## src/rtl/key_debounce_pkg.sv

```systemverilog
// rtl/key_debounce_pkg.sv - shared channel state type and width helpers for the key conditioner
package key_debounce_pkg;

  // Per-channel conditioner states, shared by every channel instance.
  typedef enum logic [2:0] {
    IDLE,
    DB_PRESS,
    HELD,
    REPEAT,
    DB_RELEASE
  } key_state_t;

  // Bits needed to index/count n values, never less than 1 so 1-wide buses stay legal.
  function automatic int clog2_min1(input int n);
    int w;
    w = 0;
    while ((1 << w) < n) begin
      w = w + 1;
    end
    return (w < 1) ? 1 : w;
  endfunction

  function automatic int max_int(input int a, input int b);
    return (a > b) ? a : b;
  endfunction

endpackage

```

## src/rtl/key_debounce_chan.sv

```systemverilog
// rtl/key_debounce_chan.sv - one key channel: synchroniser, debounce FSM, auto-repeat, pulses
//
// Ports:
//   clk, resetN   clock, asynchronous active-low reset
//   keyN          raw active-low key pin, asynchronous to clk
//   sampleTick    one-clk enable from the shared prescaler; all FSM state moves on it
//   keyLevel      debounced level, 1 = pressed
//   pressPulse    one-clk pulse when a press is accepted
//   releasePulse  one-clk pulse when a release is accepted
//   repeatPulse   one-clk pulse per auto-repeat event
module key_debounce_chan
  import key_debounce_pkg::*;
#(
  parameter int DEBOUNCE_SAMPLES = 4,
  parameter int REPEAT_EN        = 1,
  parameter int REPEAT_DELAY     = 32,
  parameter int REPEAT_RATE      = 8
) (
  input  logic clk,
  input  logic resetN,
  input  logic keyN,
  input  logic sampleTick,
  output logic keyLevel,
  output logic pressPulse,
  output logic releasePulse,
  output logic repeatPulse
);

  localparam int DB_W  = clog2_min1(DEBOUNCE_SAMPLES + 1);
  localparam int RPT_W = clog2_min1(max_int(REPEAT_DELAY, REPEAT_RATE) + 1);

  localparam logic [DB_W-1:0]  DB_ONE    = DB_W'(1);
  localparam logic [DB_W-1:0]  DB_TARGET = DB_W'(DEBOUNCE_SAMPLES);
  localparam logic [RPT_W-1:0] RPT_ONE   = RPT_W'(1);
  localparam logic [RPT_W-1:0] DELAY_T   = RPT_W'(REPEAT_DELAY);
  localparam logic [RPT_W-1:0] RATE_T    = RPT_W'(REPEAT_RATE);

  logic             syncA;
  logic             syncB;
  logic             sample;
  key_state_t       state;
  logic [DB_W-1:0]  dbCnt;
  logic [RPT_W-1:0] rptCnt;
  logic [DB_W-1:0]  dbInc;
  logic [RPT_W-1:0] rptInc;

  // Synchroniser resets to 1 so a key held through reset is seen as a fresh press.
  always_ff @(posedge clk or negedge resetN) begin
    if (!resetN) begin
      syncA <= 1'b1;
      syncB <= 1'b1;
    end else begin
      syncA <= keyN;
      syncB <= syncA;
    end
  end

  assign sample = ~syncB;

  // Saturating increments: the FSM leaves a counting state on reaching its target,
  // so saturation only guards against a corrupted count ever wrapping back.
  assign dbInc  = (dbCnt == '1)  ? dbCnt  : dbCnt + DB_ONE;
  assign rptInc = (rptCnt == '1) ? rptCnt : rptCnt + RPT_ONE;

  always_ff @(posedge clk or negedge resetN) begin
    if (!resetN) begin
      state        <= IDLE;
      dbCnt        <= '0;
      rptCnt       <= '0;
      keyLevel     <= 1'b0;
      pressPulse   <= 1'b0;
      releasePulse <= 1'b0;
      repeatPulse  <= 1'b0;
    end else begin
      pressPulse   <= 1'b0;
      releasePulse <= 1'b0;
      repeatPulse  <= 1'b0;
      if (sampleTick) begin
        case (state)
          IDLE: begin
            if (sample) begin
              if (DEBOUNCE_SAMPLES == 1) begin
                state      <= HELD;
                keyLevel   <= 1'b1;
                pressPulse <= 1'b1;
                dbCnt      <= '0;
                rptCnt     <= '0;
              end else begin
                state <= DB_PRESS;
                dbCnt <= DB_ONE;
              end
            end
          end
          DB_PRESS: begin
            if (sample) begin
              if (dbInc == DB_TARGET) begin
                state      <= HELD;
                keyLevel   <= 1'b1;
                pressPulse <= 1'b1;
                dbCnt      <= '0;
                rptCnt     <= '0;
              end else begin
                dbCnt <= dbInc;
              end
            end else begin
              // Glitch shorter than the debounce window: drop it silently.
              state <= IDLE;
              dbCnt <= '0;
            end
          end
          HELD: begin
            if (!sample) begin
              rptCnt <= '0;
              if (DEBOUNCE_SAMPLES == 1) begin
                state        <= IDLE;
                keyLevel     <= 1'b0;
                releasePulse <= 1'b1;
                dbCnt        <= '0;
              end else begin
                state <= DB_RELEASE;
                dbCnt <= DB_ONE;
              end
            end else if (REPEAT_EN != 0) begin
              if (rptInc == DELAY_T) begin
                state       <= REPEAT;
                repeatPulse <= 1'b1;
                rptCnt      <= '0;
              end else begin
                rptCnt <= rptInc;
              end
            end
          end
          REPEAT: begin
            if (!sample) begin
              rptCnt <= '0;
              if (DEBOUNCE_SAMPLES == 1) begin
                state        <= IDLE;
                keyLevel     <= 1'b0;
                releasePulse <= 1'b1;
                dbCnt        <= '0;
              end else begin
                state <= DB_RELEASE;
                dbCnt <= DB_ONE;
              end
            end else if (rptInc == RATE_T) begin
              repeatPulse <= 1'b1;
              rptCnt      <= '0;
            end else begin
              rptCnt <= rptInc;
            end
          end
          DB_RELEASE: begin
            if (!sample) begin
              if (dbInc == DB_TARGET) begin
                state        <= IDLE;
                keyLevel     <= 1'b0;
                releasePulse <= 1'b1;
                dbCnt        <= '0;
              end else begin
                dbCnt <= dbInc;
              end
            end else begin
              // Release bounce: key is still down, resume holding without a new press
              // and restart the repeat delay from zero.
              state  <= HELD;
              dbCnt  <= '0;
              rptCnt <= '0;
            end
          end
          default: begin
            state  <= IDLE;
            dbCnt  <= '0;
            rptCnt <= '0;
          end
        endcase
      end
    end
  end

endmodule

```

## src/rtl/key_debounce_multi.sv

```systemverilog
// rtl/key_debounce_multi.sv - N-channel debounced key conditioner with press/release/repeat events
//
// Ports:
//   clk, resetN   clock, asynchronous active-low reset
//   keyN          raw active-low key pins, asynchronous to clk
//   keyLevel      debounced levels, 1 = pressed
//   pressPulse    per-key one-clk accepted-press pulses
//   releasePulse  per-key one-clk accepted-release pulses
//   repeatPulse   per-key one-clk auto-repeat pulses
//   anyPressed    OR of keyLevel
//   eventValid    any press or repeat pulse this cycle (releases excluded)
//   eventCode     lowest key index with a press or repeat pulse, 0 when idle
module key_debounce_multi
  import key_debounce_pkg::*;
#(
  parameter int NUM_KEYS         = 4,
  parameter int SAMPLE_DIV       = 16,
  parameter int DEBOUNCE_SAMPLES = 4,
  parameter int REPEAT_EN        = 1,
  parameter int REPEAT_DELAY     = 32,
  parameter int REPEAT_RATE      = 8,
  localparam int CODE_W          = clog2_min1(NUM_KEYS)
) (
  input  logic                clk,
  input  logic                resetN,
  input  logic [NUM_KEYS-1:0] keyN,
  output logic [NUM_KEYS-1:0] keyLevel,
  output logic [NUM_KEYS-1:0] pressPulse,
  output logic [NUM_KEYS-1:0] releasePulse,
  output logic [NUM_KEYS-1:0] repeatPulse,
  output logic                anyPressed,
  output logic                eventValid,
  output logic [CODE_W-1:0]   eventCode
);

  localparam int PS_W = clog2_min1(SAMPLE_DIV);
  localparam logic [PS_W-1:0] PS_LAST = PS_W'(SAMPLE_DIV - 1);

  logic [PS_W-1:0]     psCnt;
  logic                sampleTick;
  logic [NUM_KEYS-1:0] hits;

  assign sampleTick = (psCnt == PS_LAST);

  always_ff @(posedge clk or negedge resetN) begin
    if (!resetN) begin
      psCnt <= '0;
    end else if (sampleTick) begin
      psCnt <= '0;
    end else begin
      psCnt <= psCnt + PS_W'(1);
    end
  end

  for (genvar k = 0; k < NUM_KEYS; k++) begin : gChan
    key_debounce_chan #(
      .DEBOUNCE_SAMPLES(DEBOUNCE_SAMPLES),
      .REPEAT_EN       (REPEAT_EN),
      .REPEAT_DELAY    (REPEAT_DELAY),
      .REPEAT_RATE     (REPEAT_RATE)
    ) uChan (
      .clk         (clk),
      .resetN      (resetN),
      .keyN        (keyN[k]),
      .sampleTick  (sampleTick),
      .keyLevel    (keyLevel[k]),
      .pressPulse  (pressPulse[k]),
      .releasePulse(releasePulse[k]),
      .repeatPulse (repeatPulse[k])
    );
  end

  assign anyPressed = |keyLevel;

  // Built from registered pulses, so eventValid/eventCode line up with the pulse cycle.
  // Scanning downward lets the lowest set index win.
  always_comb begin
    hits       = pressPulse | repeatPulse;
    eventValid = |hits;
    eventCode  = '0;
    for (int i = NUM_KEYS - 1; i >= 0; i--) begin
      if (hits[i]) begin
        eventCode = CODE_W'(i);
      end
    end
  end

endmodule
```

## config.mk

```make
export PLATFORM = sky130hd
export DESIGN_NAME = key_debounce_multi
export DESIGN_NICKNAME = d
export VERILOG_FILES = /design/src/rtl/key_debounce_pkg.sv /design/src/rtl/key_debounce_chan.sv /design/src/rtl/key_debounce_multi.sv
export SDC_FILE = /design/constraint.sdc
export NUM_CORES = 1
export LEC_CHECK = 0
export CORE_UTILIZATION = 40
export CTS_CLUSTER_SIZE = 20
export DETAILED_ROUTE_END_ITERATION = 7
export SYNTH_ARGS = -nofsm -noshare
export SYNTH_HDL_FRONTEND = slang
export SYNTH_HIERARCHICAL = 1
export SYNTH_SLANG_ARGS = --single-unit
```

## constraint.sdc

```tcl
create_clock -name clk -period 2.1 [get_ports clk]
set_clock_uncertainty 0.05 [all_clocks]
set_input_delay 0.21 -clock clk [delete_from_list [all_inputs] [get_ports clk]]
set_output_delay 0.21 -clock clk [all_outputs]
set_load 0.005 [all_outputs]
```

* Word level (Yosys, flattened, before mapping)
Cells that the tools add are included.
** Storage, ports and cells
- Memories kept :: 0
- Input port bits :: 6
- Latch bits :: 0
- Logic and storage cells :: 335
- ROM bits :: 0
- Register bits :: 76
- Output and inout bits :: 20
- Bits in writable memories :: 0
** Operators by class
- Divide/modulo/power cells :: 0
- Muxes and demuxes :: 173
- $lt $le $gt $ge :: 0
- Add/sub/neg operators :: 9
- Shift operators :: 0
- Multiply operators :: 0
- Bitwise gates (word level) :: 5
- Reduce and logical (&&, ||, !) cells :: 30
- Equal/unequal tests :: 81
** Operators with widths (count)
- two-way mux 6 bit :: 32
- two-way mux 3 bit :: 52
- one-hot mux 6 bit (5 select lines) :: 4
- two-way mux 1 bit :: 64
- one-hot mux 3 bit (5 select lines) :: 4
- == test 6 bit, second input constant :: 8
- one-hot mux 3 bit (4 select lines) :: 4
- AND reduction 6 bit :: 8
- inequality test 2 x 1 -> 1 bit, second input constant :: 20
- == test 3 bit, second input constant :: 12
- adder 6 x 1 -> 6 bit, second input constant :: 4
- == test 3 x 2 -> 1 bit, second input constant :: 8
- == test 6 x 4 -> 1 bit, second input constant :: 4
- inequality test 2 bit, second input constant :: 12
- inequality test 3 x 1 -> 1 bit, second input constant :: 8
- AND reduction 5 bit :: 4
- one-hot mux 1 bit (2 select lines) :: 8
- adder 3 x 1 -> 3 bit, second input constant :: 4
- == test 3 x 1 -> 1 bit, second input constant :: 4
- logical NOT 3 bit :: 4
- inequality test 3 bit, second input constant :: 4
- AND reduction 3 bit :: 4
- two-way mux 2 bit :: 4
- nonzero test 2 bit :: 4
- 7 further kinds :: 14

* Longest topological paths before layout
Gate-level depths: netlist of the first run.
- Word-level depth :: 7
- Depth in mapped cells :: 7
- Gate-level depth less buffers :: 7

* Cells and area by module
The synthesis of the first run kept the hierarchy.
** By module, submodules not included
- key_debounce_chan (gChan[1].uChan ...) :: cells an instance 141, instances 3, sequential area each 452.9 sq um, area an instance 1244.9 sq um
- key_debounce_chan (gChan[0].uChan) :: cells an instance 138, instances 1, sequential area each 452.9 sq um, area an instance 1228.7 sq um
- key_debounce_multi :: cells an instance 22, instances 1, sequential area each 100.1 sq um, area an instance 206.4 sq um

* Least setup slack after synthesis of the first run
No wires, ideal clock.
- Path kind :: register to register
- From :: register psCnt[0]
- To :: register gChan[0].uChan.rptCnt[0]
- Setup time :: 125 ps
- Clock period less this slack :: 2273 ps
- Stages on the path, launching flop included :: 8
- Required time :: 1925 ps
- Slack :: -173 ps
- Arrival :: 2099 ps
- Path buffers :: 1
- Cells stage by stage :: dfrtp_1 ha_1 and3_1 buf_2 nand2_1 o22ai_1 o21ai_1 mux2_2
** On the way
- Longest elaborated chain between the ends :: 2
** RTL lines
- start, declared :: RTL line key_debounce_multi.sv:39 : logic [PS_W-1:0] psCnt;
- start signal, assigned :: RTL line key_debounce_multi.sv:51 : psCnt <= psCnt + PS_W'(1);
- == test 4 bit :: RTL line key_debounce_multi.sv:43 : assign sampleTick = (psCnt == PS_LAST);
- net sampleTick :: RTL line key_debounce_multi.sv:40 : logic sampleTick;
- AND reduction 5 bit (no source line)
- end signal, assigned :: RTL line key_debounce_chan.sv:129 : rptCnt <= rptInc;
- end signal, assigned :: RTL line key_debounce_chan.sv:149 : rptCnt <= rptInc;
- end, declared :: RTL line key_debounce_chan.sv:43 : logic [RPT_W-1:0] rptCnt;
The timed path passes the listed nets, and every way through them passes these cells.
A chain may end at the register's enable or synchronous reset.

* Worst setup path after layout of the first run
- From :: register gChan[2].uChan.rptCnt[1]
- To :: register gChan[2].uChan.state[1]
** On the way
- Longest elaborated chain between the ends :: 5
- Elaborated cells between the ends (all ways) :: 6
- Those cells by class :: add/sub (1); eq/ne (3); mux (1); reduce/logical (1)
** RTL lines
- start, declared :: RTL line key_debounce_chan.sv:43
- start signal, assigned :: RTL line key_debounce_chan.sv:129
- start signal, assigned :: RTL line key_debounce_chan.sv:149
- adder 6 x 1 -> 6 bit or == test 6 bit (tied branches) :: RTL line key_debounce_chan.sv:63 : assign rptInc = (rptCnt == '1) ? rptCnt : rptCnt + RPT_ONE;
- two-way mux 6 bit (*) :: RTL line key_debounce_chan.sv:63
- == test 6 bit (*) :: RTL line key_debounce_chan.sv:124 : if (rptInc == DELAY_T) begin
- inequality test 3 x 1 -> 1 bit (no source line) (*)
- AND reduction 6 bit (no source line) (*)
- end signal, assigned :: RTL line key_debounce_chan.sv:67 : state <= IDLE;
- end signal, assigned :: RTL line key_debounce_chan.sv:120 : state <= DB_RELEASE;
- end signal, assigned :: RTL line key_debounce_chan.sv:125 : state <= REPEAT;
- end, declared :: RTL line key_debounce_chan.sv:41 : key_state_t state;
Every way passes the cells marked *; elsewhere a longest branch is shown, timed or not.

==> results of run 1 <==
-- cell type report --
| class | count | area share |
|---|---|---|
| flip-flops and latches | 76 | 0.2982 |
| well taps | 172 | 0.03353 |
| multi-input cells | 461 | 0.5037 |
| clock inverters | 2 | 0.001559 |
| clock buffers | 14 | 0.03957 |
| repair buffers | 85 | 0.1129 |
| inverters | 18 | 0.01053 |
-- power breakdown --
part | switching (mW) | leakage (nW) | internal [mW]
Sequential | 0.0580 | 1.00 | 1.52
Combinational | 0.288 | 1.57 | 0.225
Clock | 0.616 | 0.131 | 0.831
Total | 0.961 | 2.71 | 2.57
-- metrics by stage --
| step | instances | worst slack [ns] | TNS, ns | total power [mW] |
|---|---|---|---|---|
| 6_report | 828 | 0.01738 | 0 | 3.536 |
| 2_1_floorplan | 583 | 0.003304 | 0 | 1.913 |
| 3_5_place_dp | 804 | -0.01686 | -0.02766 | 2.064 |
| 3_3_place_gp | 804 | 0.04161 | 0 | 2.048 |
| 4_1_cts | 823 | 0.008234 | 0 | 3.537 |
| 5_1_grt | 828 | -0.07010 | -0.4156 | 3.699 |
-- synthesized netlist by cell type (all sizes together) (13+ instances only) --
cell,n,area share
dfrtp,68,0.33
nor2,34,0.025
nand3,19,0.018
nand2,66,0.049
buf,15,0.024
inv,18,0.013
a21oi,52,0.050
o21ai,56,0.055
nor3,22,0.021
mux2,16,0.036
clkbuf,13,0.0094
-- final timing paths --
check                                         start                        to  slack [ns]  depth (start not counted)
max                        gChan[2].uChan/rptCnt[1]   gChan[2].uChan/state[1]        0.02                          6
min                                         keyN[3]      gChan[3].uChan/syncA        0.22                          1
max reg2reg                gChan[2].uChan/rptCnt[1]   gChan[2].uChan/state[1]        0.02                          6
min reg2reg                    gChan[0].uChan/syncA      gChan[0].uChan/syncB        0.31                          0
max in group asynchronous                    resetN      gChan[0].uChan/syncA        1.08                          3
min in group asynchronous                    resetN  gChan[2].uChan/rptCnt[4]        0.27                          2
-- registers in the layout, summed over array words and instances (netlist names) --
signal                    count
gChan.uChan/state            12
gChan.uChan/syncA             4
gChan.uChan/dbCnt            12
gChan.uChan/repeatPulse       4
gChan.uChan/syncB             4
psCnt                         4
gChan.uChan/releasePulse      4
gChan.uChan/rptCnt           24
gChan.uChan/pressPulse        4
gChan.uChan/keyLevel          4
-- critical path, stage by stage (launching register included) --
cell	delay [ns]
sky130_fd_sc_hd__dfrtp_1	0.38
sky130_fd_sc_hd__ha_2	0.19
sky130_fd_sc_hd__buf_4	0.13
sky130_fd_sc_hd__or3_4	0.39
sky130_fd_sc_hd__a221oi_4	0.33
sky130_fd_sc_hd__o211ai_2	0.14
sky130_fd_sc_hd__mux2_1	0.34
-- layer usage --
metal | global-route usage | part of all wire | vias up
li1 | - | - | 2328
met1 | 0.2598 | 0.46 | 2267
met2 | 0.3234 | 0.48 | 112
met3 | 0.03975 | 0.043 | 13
met4 | 0.06325 | 0.015 | 0
met5 | 0 | 0 | -
-- repair_timing --
action	CTS	global route
buffers inserted	2	5
setup endpoints to repair	8	20
gates cloned	0	0
pin swaps	4	4
hold endpoints to repair	22	0
gates resized for setup	13	29
hold buffers	1	0
-- kinds of logic (layout without fill, tap and decap cells) --
kind of cell | Yosys count | count (layout) | synth area share
and+or+nand+nor | 223 | 223 | 0.2343
AOI/OAI and AO/OA | 196 | 196 | 0.2611
DFF | 76 | 76 | 0.3698
buffers and inverters | 46 | 119 | 0.04695
muxes | 23 | 23 | 0.04913
xor gates and xnor gates | 10 | 10 | 0.01694
adders and majority gates | 9 | 9 | 0.02178
==> summary.md, run 1 <==
| Metric | Value |
|---|---|
| Result of the run | finished, final reports clean |
| Commonest cells after routing, fill and taps aside | sky130_fd_sc_hd__dfrtp_1 (66), sky130_fd_sc_hd__nand2_1 (63), sky130_fd_sc_hd__buf_4 (58), sky130_fd_sc_hd__a21oi_1 (51), sky130_fd_sc_hd__o21ai_0 (46) |
| Number of buffers created by CTS | 9 |
| Final ANT Viol Nets | 0 |
| Category of the worst setup path capture point | flip-flop |
| Initial Utilization | 0.4097 |
| Unrepaired setup endpoints after global routing | yes |
| Antenna violations before repair | 0 |
| Sequential cell area | approximately 1900 µm² |
| Top_reg_cell synth | sky130_fd_sc_hd__dfrtp_1 |
| Total nets after synthesis | between 500 and 600 |
| Clock Path Buffers | 2 |
| Number of fillers in the final layout | 1236 |
| Worst-case hold slack | ~0.22 ns |
| Synth cell types | 75 |
| Buffers on Ports | 25 |
| Number of instances in the synthesized netlist | 583 |
| Pin count of the biggest net entering global routing | 51 |
| Post-synth EDFFs | 0 |
| Number of design rule violations left after detail routing | 0 |
| Via count | around 4700 |
| Global-route wire length before repair | around 21000 µm |
| Final Hold Viols | 0 |
| Share of synthesized flip-flops with an asynchronous set or reset | 1.000 |
| Startpoint Class | flip-flop |
| Via/cell ratio | roughly 5.7 |
| Number of placement rows | 41 |
| Worst path required time | 2.27 ns |
| Chip width | approximately 120 µm |
| Largest vdd supply drop | 0.3325 mV |
| Max-slew violation count | 0 |
| NumNets Final | around 670 |
| Core region area | between 10000 and 15000 µm² |
| DP Area | around 5900 µm² |
| Cell area after technology mapping | between 5000 and 6000 µm² |
| Post-DP HPWL | between 8000 and 9000 µm |
| Number of sinks driven by the clock tree | 76 |
| Layout cell share with drive strength beyond 1 | 0.2363 |
| Post-synthesis register bit count | 76 |
| Area of all placed cells without fillers | 6419 µm² |
| Minimum clock period | around 2.1 ns |
| Count of synthesis-stage warnings from yosys | 6 |
| Gpl congestion | slightly below 0.9 |
| Slew at the pin closest to its max-slew limit | 0.5232 ns |
| CTS H-Tree Depth | 3 |
| CP Data Arrival Time | 2.26 ns |
| TritonCTS clock tree | yes |
| Routed wire length per instance | between 15 and 20 µm |
| Post-layout utilization of the core | 0.5086 |
| Share of the clock period used by the worst path | 0.9917 |
| DRT Pass-1 Iters | 5 |
| Die Span Y | ~120 µm |
| Vias in the first global route | 4386 |
| Setup violation total in the final timing report | 0 |
| Ant. Diodes | 0 |
| Type of the tightest min-delay check | input port to flip-flop |
| Clock insertion delay at the later pin of the skew report | 0.34 ns |
| Worst-path clk slew | around 0.06 ns |
| Drt first-iter violations | approximately 230 |
| Max-capacitance violation count | 0 |
| Mean area per synthesized cell | roughly 8.9 µm² |
| Root buffer cell | sky130_fd_sc_hd__clkbuf_16 |
| Most common library cell in the layout ignoring fill and taps | sky130_fd_sc_hd__dfrtp_1 |
| Area occupied by multi-input gates | 3233 µm² |
| Die area | around 13000 µm² |
| Worst Path Class, Setup | flip-flop to flip-flop |
| P per Cell Area | 550.9 nW/µm² |
| Relative slew slack | 0.6475 |
| Grt ovf | 0 |
| Combined global-route utilization of all metal layers | 0.1966 |
| Num ports | 26 |
| Fraction of the yosys area taken by sequential cells | 0.3698 |
| Total wire length after detailed routing | between 10000 and 15000 µm |
| Maximum achievable frequency | 480.2 MHz |
| Leakage | 2.706 nW |
| Biggest fanout along the worst timing path | 3 |
| Signed area change from the synthesized netlist to the final layout | 24.15% |
Note: power is estimated with default switching activity, not from simulation.
==> run 2, diff against run 1 <==
- ABC_AREA: not set -> 1
- SKIP_CTS_REPAIR_TIMING: not set -> 1
- SLEW_MARGIN: not set -> 10
==> summary.md, run 2 <==
| Metric | Value |
|---|---|
| Total nets after synthesis | 654 (+9.4%) |
| Fraction of the yosys area taken by sequential cells | 0.3948 (+0.02504) |
| Mean area per synthesized cell | 7.578 µm² (-15%) |
| Largest vdd supply drop | 0.3778 mV (+14%) |
| Ant. Diodes | 0 (unchanged) |
| Most common library cell in the layout ignoring fill and taps | sky130_fd_sc_hd__nand2_1 |
| Cell area after technology mapping | 4842 µm² (-6.3%) |
| Worst path required time | 1.84 ns (-0.43 ns) |
| Clock Path Buffers | 2 (unchanged) |
| Global-route wire length before repair | 17950 µm (-13%) |
| Category of the worst setup path capture point | primary output |
| Biggest fanout along the worst timing path | 3 (unchanged) |
| Initial Utilization | 0.4169 (+0.007259) |
| Via/cell ratio | 4.992 (-12%) |
| Number of sinks driven by the clock tree | 76 (unchanged) |
| Final instance count without filler cells | 825 (-0.36%) |
| Share of the clock period used by the worst path | 0.9578 (-0.03389) |
| Leading post-synthesis cells by cell area | sky130_fd_sc_hd__dfrtp_1 (35%), sky130_fd_sc_hd__nand2_1 (15%), sky130_fd_sc_hd__inv_1 (5.8%) |
| Most flops, register | gChan.uChan/rptCnt |
| P per Cell Area | 692.0 nW/µm² (+26%) |
| Cell type contributing the most total cell area after synthesis | sky130_fd_sc_hd__dfrtp_1 |
| Category of cells accounting for the largest share of critical-path delay | buffers and inverters |
| Type of the tightest min-delay check | input port to flip-flop |
| CTS H-Tree Depth | 3 (unchanged) |
| DRT Pass-1 Iters | 7 (+2) |
| Number of buffers created by CTS | 9 (unchanged) |
| Number of placed instances, taps included | 808 (+0.50%) |
| Gpl congestion | 0.8718 (about the same) |
| Core region area | 11610 µm² (-8.0%) |
| Worst-path clk slew | 0.06 ns (about the same) |
| Grt ovf | 0 (unchanged) |
| Cell with the most instances after synthesis | sky130_fd_sc_hd__nand2_1 |
| Total wire length after detailed routing | 10000 µm (-21%) |
| Drt first-iter violations | 160 (-31%) |
| Final Hold Viols | 0 (unchanged) |
| Via count | 4118 (-13%) |
| Maximum achievable frequency | 497.2 MHz (+3.5%) |
| Clock insertion delay at the later pin of the skew report | 0.34 ns (about the same) |
| Worst-case hold slack | 0.2231 ns (+0.007056 ns) |
| Synth top cells by count | sky130_fd_sc_hd__nand2_1 (189), sky130_fd_sc_hd__inv_1 (75), sky130_fd_sc_hd__dfrtp_1 (68), sky130_fd_sc_hd__nor2_1 (48), sky130_fd_sc_hd__nand3_1 (46) |
| Relative slew slack | 0.7103 (+0.06279) |
| Post-DP HPWL | 7527 µm (-16%) |
| Post-synthesis register bit count | 76 (unchanged) |
| Largest stage delay on the critical path | 0.51 ns (+0.12 ns) |
| Chip width | 112.0 µm (-3.2%) |
| Leakage | 2.608 nW (-3.6%) |
| Number of placement rows | 39 (-4.9%) |
| Layout cell share with drive strength beyond 1 | 0.1642 (-0.07206) |
| Largest registers | gChan.uChan/rptCnt: 24 flops, gChan.uChan/dbCnt: 12 flops, gChan.uChan/state: 12 flops |
| TritonCTS clock tree | yes |
| Worst Path Class, Setup | flip-flop to primary output |
| Combined global-route utilization of all metal layers | 0.1765 (-0.02006) |
| Combined buffer and inverter count along the critical path | 1 (unchanged) |
| Buffers on Ports | 25 (unchanged) |
| CP Data Arrival Time | 1.75 ns (-0.51 ns) |
| Die Span Y | 112.0 µm (-3.2%) |
| Series of cell instances along the critical path | nor2_2, nand2_1, a21oi_2, clkdlybuf4s50_1 |
| Number of flip-flops under the largest register name | 24 (unchanged) |
| Num ports | 26 (unchanged) |
| Post-synth EDFFs | 0 (unchanged) |
| Startpoint Class | flip-flop |
| Unrepaired setup endpoints after global routing | no |
| Share of synthesized flip-flops with an asynchronous set or reset | 1.000 (unchanged) |
| Flop2flop setup slack | 0.18 ns (+0.16 ns) |
| Final ANT Viol Nets | 0 (unchanged) |
| Die area | 12550 µm² (-6.2%) |
| Routed wire length per instance | 12.12 µm (-21%) |
| Minimum clock period | 2.011 ns (-0.07116 ns) |
| Commonest cells after routing, fill and taps aside | sky130_fd_sc_hd__nand2_1 (189), sky130_fd_sc_hd__inv_1 (75), sky130_fd_sc_hd__dfrtp_1 (68), sky130_fd_sc_hd__nor2_1 (47), sky130_fd_sc_hd__nand3_1 (46) |
| Share of the synthesized area in the top cell type | 0.3514 (+0.02228) |
| Failing checks | design-rule violations |
| Result of the run | finished, violations left |
| Number of instances in the synthesized netlist | 639 (+9.6%) |
| Setup violation total in the final timing report | 0 (unchanged) |
| Pin count of the biggest net entering global routing | 44 (-14%) |
| Count of synthesis-stage warnings from yosys | 6 (unchanged) |
| Max-capacitance violation count | 0 (unchanged) |
| Number of design rule violations left after detail routing | 1 (+1) |
| CP max-delay cell | sky130_fd_sc_hd__clkdlybuf4s50_1 |
| Max-slew violation count | 0 (unchanged) |
| Signed area change from the synthesized netlist to the final layout | 16.87% |
| NumNets Final | 692 (+3.9%) |
| Synth cell types | 36 (-52%) |
| Top_reg_cell synth | sky130_fd_sc_hd__dfrtp_1 |
| Root buffer cell | sky130_fd_sc_hd__clkbuf_16 |
| Slew at the pin closest to its max-slew limit | 0.4346 ns (-0.08866 ns) |
| Vias in the first global route | 4074 (-7.1%) |
| Antenna violations before repair | 0 (unchanged) |
-- run 2: cell count changes after synthesis, moves of 14 or more --
cell	before	now
sky130_fd_sc_hd__a21oi_1	52	14
sky130_fd_sc_hd__nand2_2	3	24
sky130_fd_sc_hd__nand2_1	63	189
sky130_fd_sc_hd__nor3_1	22	7
sky130_fd_sc_hd__nand3_1	19	46
sky130_fd_sc_hd__nor2_1	34	48
sky130_fd_sc_hd__inv_1	18	75
sky130_fd_sc_hd__o21ai_0	49	22
-- run 2: cells by family after synthesis --
logic type               Yosys count  share of synthesized area
adder cells (fa/ha/maj)            9                    0.02326
flip-flops                        76                     0.3948
XOR/XNOR                           9                    0.02248
buffers and inverters             91                    0.07364
AO/OA/AOI/OAI                     86                     0.1147
AND/OR/NAND/NOR                  368                     0.3711
-- run 2: path summary, 6_finish.rpt --
check | end | depth (start not counted) | start
max | eventCode[1] | 4 | gChan[1].uChan/repeatPulse
min | gChan[2].uChan/syncA | 1 | keyN[2]
max reg2reg | gChan[3].uChan/state[2] | 10 | gChan[3].uChan/rptCnt[0]
min reg2reg | gChan[1].uChan/syncB | 0 | gChan[1].uChan/syncA
max in group asynchronous | gChan[0].uChan/syncB | 3 | resetN
min in group asynchronous | gChan[2].uChan/state[0] | 2 | resetN
-- run 2: layer usage --
layer	global-route usage	up-vias	wire length, µm
met3	0.04536	13	350
met4	0.07467	0	150
met1	0.2252	1903	4859
li1	-	2137	-
met5	0	-	0
met2	0.2853	65	4641
-- run 2: power breakdown --
group	switching, mW	internal, mW	total (mW)
clock network	0.584	1.28	1.86
registers	0.0523	1.52	1.58
logic	0.316	0.161	0.476
-- run 2: cell type report --
cell class | instances | area (µm²)
clock buffers | 11 | 232.7
fillers | 1115 | 5954
inverters | 87 | 326.6
flip-flops and latches | 76 | 1912
repair buffers | 31 | 307.8
well taps | 143 | 178.9
clock inverters | 5 | 125.1
multi-input cells | 472 | 2576
-- run 2: per-stage QoR --
step	util	setup TNS (ns)	setup WS, ns	total power, mW	cell area [µm²]
2_1_floorplan	-	0	0.3611	1.951	4842
3_3_place_gp	0.4554	0	0.2529	2.063	5289
3_5_place_dp	0.4554	0	0.1996	2.075	5289
4_1_cts	0.4862	-0.01038	-0.01038	3.980	5647
5_1_grt	0.4873	0	0.01104	4.108	5659
6_report	0.4873	0	0.08854	3.916	5659
==> run 3, diff against run 2 <==
- CAP_MARGIN: not set -> 20
==> results of run 3 <==
Same layout as run 2: the final DEF is identical, and so are final timing and power.
